## src/rtl/perf_counter_bank.sv

```systemverilog
// ============================================================================
// Module   : perf_counter_bank
// Purpose  : Bank of independent start/done cycle counters, 1-cycle read port
// Revision : 1.0 - initial release
// ============================================================================
`default_nettype none

module perf_counter_bank #(
  parameter int NUM_CH = 4,
  parameter int CNT_W  = 32,
  parameter int SAT    = 1,
  localparam int SEL_W = (NUM_CH > 1) ? $clog2(NUM_CH) : 1
) (
  input  logic              clk,
  input  logic              rstn,
  input  logic              clear,
  input  logic [NUM_CH-1:0] start,
  input  logic [NUM_CH-1:0] done,
  input  logic              rd_req,
  input  logic [SEL_W-1:0]  rd_sel,
  output logic              rd_valid,
  output logic [CNT_W-1:0]  rd_data,
  output logic              rd_ovf,
  output logic              rd_err,
  output logic [NUM_CH-1:0] busy,
  output logic [NUM_CH-1:0] finished
);

  typedef enum logic [1:0] {
    IDLE = 2'd0,
    RUN  = 2'd1,
    HOLD = 2'd2
  } state_t;

  logic [NUM_CH-1:0][CNT_W-1:0] cnt_all;
  logic [NUM_CH-1:0]            ovf_all;

  for (genvar i = 0; i < NUM_CH; i++) begin : g_ch
    state_t           state, state_nxt;
    logic [CNT_W-1:0] cnt, cnt_nxt;
    logic             ovf, ovf_nxt;
    logic             inc;

    always_comb begin
      state_nxt = state;
      cnt_nxt   = cnt;
      ovf_nxt   = ovf;
      inc       = 1'b0;
      case (state)
        IDLE: begin
          if (start[i] && !done[i]) begin
            inc       = 1'b1;
            state_nxt = RUN;
          end else if (start[i] && done[i]) begin
            state_nxt = HOLD;
          end
        end
        RUN: begin
          // done wins over start: the completing edge is not counted
          if (done[i]) begin
            state_nxt = HOLD;
          end else if (start[i]) begin
            inc = 1'b1;
          end
        end
        HOLD:    state_nxt = HOLD;
        default: state_nxt = IDLE;
      endcase
      if (inc) begin
        if (&cnt) begin
          ovf_nxt = 1'b1;
          cnt_nxt = (SAT != 0) ? cnt : '0;
        end else begin
          cnt_nxt = cnt + 1'b1;
        end
      end
    end

    always_ff @(posedge clk) begin
      if (!rstn || clear) begin
        state <= IDLE;
        cnt   <= '0;
        ovf   <= 1'b0;
      end else begin
        state <= state_nxt;
        cnt   <= cnt_nxt;
        ovf   <= ovf_nxt;
      end
    end

    assign cnt_all[i]  = cnt;
    assign ovf_all[i]  = ovf;
    assign busy[i]     = (state == RUN);
    assign finished[i] = (state == HOLD);
  end

  logic [CNT_W-1:0] sel_cnt;
  logic             sel_ovf;
  logic             sel_err;

  // Out-of-range selects match no channel, so the mux naturally yields zero
  always_comb begin
    sel_cnt = '0;
    sel_ovf = 1'b0;
    for (int i = 0; i < NUM_CH; i++) begin
      if (rd_sel == SEL_W'(i)) begin
        sel_cnt = cnt_all[i];
        sel_ovf = ovf_all[i];
      end
    end
    sel_err = ({1'b0, rd_sel} >= (SEL_W + 1)'(NUM_CH));
  end

  always_ff @(posedge clk) begin
    if (!rstn) begin
      rd_valid <= 1'b0;
      rd_data  <= '0;
      rd_ovf   <= 1'b0;
      rd_err   <= 1'b0;
    end else begin
      rd_valid <= rd_req;
      if (rd_req) begin
        rd_data <= sel_cnt;
        rd_ovf  <= sel_ovf;
        rd_err  <= sel_err;
      end
    end
  end

endmodule

`default_nettype wire
```

## config.mk

```make
export PLATFORM = sky130hd
export DESIGN_NAME = perf_counter_bank
export DESIGN_NICKNAME = d
export VERILOG_FILES = /design/src/rtl/perf_counter_bank.sv
export SDC_FILE = /design/constraint.sdc
export NUM_CORES = 1
export LEC_CHECK = 0
export BUFFER_PORTS_ARGS = -buffer_cell sky130_fd_sc_hd__buf_2
export CAP_MARGIN = 10
export CORE_ASPECT_RATIO = 2
export CORE_UTILIZATION = 51
export CTS_CLUSTER_SIZE = 10
export DETAILED_ROUTE_END_ITERATION = 8
export GPL_TIMING_DRIVEN = 1
export HOLD_SLACK_MARGIN = 0.06
export PLACE_DENSITY = 0.75
export SLEW_MARGIN = 40
export SYNTH_ARGS = -nofsm -noshare
export SYNTH_HDL_FRONTEND = slang
export SYNTH_SLANG_ARGS = --single-unit
```

## constraint.sdc

```tcl
create_clock -name clk -period 3.86 [get_ports clk]
set_input_delay 0.965 -clock clk [delete_from_list [all_inputs] [get_ports clk]]
set_output_delay 0.965 -clock clk [all_outputs]
set_load 0.02 [all_outputs]
```

# == After elaboration in Yosys (flattened, before gate mapping) ==
# Cells that the tools add are included.
# op_classes
reduce_logical,35
eq_ne,19
add_sub_neg,4
mux,40
bitwise_logic,4
# ops
op,n
$reduce_and A33 Y1,4
$add A32 B1 Y32 const B,4
$mux W32,4
$reduce_and A32 Y1,4
$mux W2,12
$pmux W2 S3,4
$mux W1,16
$reduce_and A2 Y1,8
$eq A2 B2 Y1 const B,6
$ne A3 B3 Y1 const B,4
$eq A2 B1 Y1 const B,5
$logic_not A2 Y1,5
$logic_and A1 B1 Y1,8
$ne A2 B2 Y1 const B,4
$pmux W1 S2,4
$logic_not A1 Y1,5
$not A1 Y1,4
$logic_or A1 B1 Y1,1
# word_totals
regBits,174
output_inout_bits,43
input_bits,14

# == Logic depth before layout (Yosys ltp) ==
# depth
ltp_word,5
ltp_mapped,8
depth_no_buf,7

# == Worst setup path before layout ==
# No wires, ideal clock.
# synth_timing
kind,input to register
from,input port rd_sel[0]
to,register rd_data[22]
t_required_ps,3744
n_path_buf,2
arrival_ps,2484
setup_slack_ps,1259
cell_stages,5
setup_ps,116
cell_sequence,clkbuf_1 buf_1 mux4_2 mux2i_1 nor2b_1
# synth_between
elab_chain_len,5
word_cells_on_any_way,8
classes_between,3 x eq/ne; 4 x mux; 1 x reduce/logical
# synth_lines
element,line_no,text
from (decl),20,"input logic [SEL_W-1:0] rd_sel,"
$logic_not A2 Y1,106,if (rd_sel == SEL_W'(i)) begin
$mux W32 (3 in a row),106,
$mux W32 (*),106,
to (signal assigned),123,rd_data <= sel_cnt;
to (decl),22,"output logic [CNT_W-1:0] rd_data,"
# Mark *: on every way between the ends. The rest lies on a longest branch, timed or not.
# A chain may end at the register's enable or synchronous reset.

# == Final worst setup path ==
# layout_timing
from,register g_ch[3].cnt[0]
to,register g_ch[3].cnt[27]
# layout_between
elab_chain_len,3
word_cells_on_any_way,4
classes_between,1 x add/sub; 1 x bitwise; 2 x reduce/logical
# layout_lines
element,line_no,text
from (decl),40,"logic [CNT_W-1:0] cnt, cnt_nxt;"
from (signal assigned),86,cnt <= cnt_nxt;
"parallel branches: the longest is 3 deep, another holds $add A32 B1 Y32",n/a,
# Several ways; the timed one is not identified.

==> impl_results.md <==
- Number of global-route vias before repair: 7506
- Ports: 57
- Met3 wire len: 1.05 mm
- Min Tclk post-route: approximately 2.6 ns
- 1st-pass router iterations: 5
- Cells after synthesis: between 1000 and 1500
- Post-synthesis sequential area ratio: 0.376
- Initial antenna violation count: 1
- Syn_nets: 1061
- Synthesis Warnings: 0
- Worst Reg2Reg Path Length in Cells: 6
- Synth top cells by count: 174 x dfxtp_1, 90 x a21oi_1, 71 x nand2_1
- Ant. Diodes: 0
- GRT Util Overall: 0.260
- Clk slew on worst S/H paths: 0.07 ns
- DP HPWL: around 18 mm
- Cell depth of the worst hold path: 2
- GP Congestion: around 0.89
- PD cells: 355 nW/um2
- Iteration-0 DRC Markers: roughly 560
- RSZ-0062 raised after global routing: no
- Fin Hold WS: 0.472 ns
- Setup TNS Final: 0 ns
- Filler cells: 1583
- Worst Path Required: 4.22 ns
- Routed wire length on met2: 12.7 mm
- Arrival time worst endpoint: 2.93 ns
- Clock skew: between 0.01 and 0.015 ns
- Worst r2r dst: g_ch[3].cnt[27]
- CTS Hold Buffers Added: 0
- Metal-1 WL: 9.27 mm
- Post-CTS setup buffer count: 0
- Worst Setup End Kind: register
- Total power: 3.65 mW
- Worst Max-Slew Pin Slew: 0.796 ns
- Count of unique library cells instantiated by Yosys: 69
- Worst rel slew slack: 0.461
- Max Fclk: about 0.39 GHz
- Max Slew Vio Count: 0
- First-pass GRT wire length: 38.4 mm
- Setup violators final: 0
- Height of the die: 193 um
- Layout Nets: about 1100
- Clock Latency Late Sink: around 0.44 ns
- Global route overflow: 0
- Pin count of the biggest net entering global routing: 37
- Layout area overhead: 10.7%
- Drt drc: 0
- Post-synth ARST share: 0
- WS Path Type: reg2reg
- Max Fanout on Critical Path: 13
- Vias: 8212
- Port bufs: 55
- Hold Vio Cnt, Final: 0
- RR Startpoint: g_ch[3].cnt[0]
- Wire per inst: 18.8 um
- Final Util: 0.577
- Die ar.: 18800 um2
- DR top layer: met4
- Final antenna-violating net count: 0
- Post-CTS sizing: 0
- Clock buffer depth: 2
- Clock sink count: 174
- Clock root buffer: clkbuf_16
- Cell Area, Synth: 9270 um2
- Worst hold path class: reg2reg
- Maximum VDD drop: 0.275 mV
- Max Cap Violations: 0
- Via/cell ratio: roughly 6.4
- Startpoint Class: register
- Ys flop type: dfxtp_1
- Row cnt: 69
- CORE AREA: roughly 18000 um2
- Htree depth: 4
- HP Start: g_ch[1].ovf
- Share of the synthesized area in the top cell type: 0.376
- Synth Register Bits: ~170
- Share of cells above drive strength 1: 0.145
- Die width: 97.3 um
- Final period util: 0.667
- R2R setup slack: about 1.3 ns
- Status: finished clean
- Post-synth EDFFs: 0
- Initial Util: 0.521
- Area contributors post-synth: dfxtp_1 38%, mux4_2 7.8%, a21oi_1 4.9%
- Clock buffer count from CTS: 17
- Leakage: 3.38 nW
- CTS tree: done
- Most frequent cell after synthesis: dfxtp_1
- Total wire length: between 20 and 25 mm
- Mean cell area of the mapped netlist: 9.03 um2
- Area leader, netlist: dfxtp_1
- Hold endpoint: g_ch[1].ovf
## layout make-up
cell class              count  area [um2]  share of cell area
well taps                 213         267              0.0260
flip-flops and latches    174        3480               0.339
inverters                  22        82.6             0.00804
clock buffers              19         453              0.0441
clock inverters            13         105              0.0102
repair buffers             68         385              0.0375
multi-input cells         778        5490               0.535
## metal layers
layer  vias to the layer above  track usage
met1                      3913        0.289
met2                       286        0.470
li1                       3937            -
met4                         0        0.151
met5                         -            0
met3                        76       0.0359
## kinds of logic (layout without fill, tap and decap cells)
| family | count (synthesis) | count (layout) | synth area share |
|---|---|---|---|
| adder cells (fa/ha/maj) | 20 | 20 | 0.0270 |
| buffers and inverters | 75 | 122 | 0.0343 |
| XOR/XNOR | 26 | 26 | 0.0246 |
| multiplexers | 77 | 77 | 0.128 |
| flip-flops | 174 | 174 | 0.376 |
| other | 1 | 1 | 0.000404 |
| AND/OR/NAND/NOR | 436 | 436 | 0.267 |
| AO/OA/AOI/OAI | 218 | 218 | 0.143 |
## worst max-delay path, stage by stage, from the launching register on
cell and delay, ns:
dfxtp_1 0.46, ha_1 0.29, nand4_1 0.26, or2_2 0.43
o2111ai_1 0.67, o21ai_0 0.22, a21oi_1 0.18
## stage by stage
stage	cell area (um2)	setup WS, ns	instances
global route	10300	1.20	1287
finish	10300	1.29	1287
floorplan	9270	1.26	1027
global placement	9690	1.06	1254
CTS	10300	1.28	1286
detailed placement	9690	0.946	1254
## where the power goes
part	switching, mW	leakage (nW)	internal (mW)	total, mW
registers	0.00734	1.40	1.80	1.81
logic	0.126	1.72	0.0692	0.195
clock network	0.773	0.263	0.869	1.64
total	0.906	3.38	2.74	3.65
## flip-flops by register name (all words and copies together) (netlist names)
| register | cells |
|---|---|
| rd_data | 32 |
| g_ch.cnt | 128 |
| g_ch.state | 8 |
| rd_ovf | 1 |
| g_ch.ovf | 4 |
| rd_valid | 1 |
## worst max-delay path by stage
stage / from / to / slack, ns / cells past startpoint
3_3_place_gp: done[1] / g_ch[1].cnt[27] / 1.06 / 6
2_1_floorplan: rd_sel[0] / rd_data[22] / 1.26 / 5
4_1_cts: g_ch[2].cnt[24] / g_ch[2].cnt[4] / 1.28 / 5
3_5_place_dp: done[1] / g_ch[1].cnt[29] / 0.95 / 6
5_1_grt: g_ch[3].cnt[0] / g_ch[3].cnt[27] / 1.20 / 6
6_report: g_ch[3].cnt[0] / g_ch[3].cnt[27] / 1.29 / 6
## placed cells by master (no fill, tap or decap), drive strengths merged, types with 19 or more instances in the layout
master,n
dfxtp,174
a21oi,90
nand2,71
buf,68
nor2,67
o21ai,51
nand3,46
or3,45
mux2i,44
nand4,42
nor2b,36
or4,34
mux4,33
o31ai,30
inv,27
ha,20
clkbuf,19
and4,19
(Power assumes the default switching activity.)
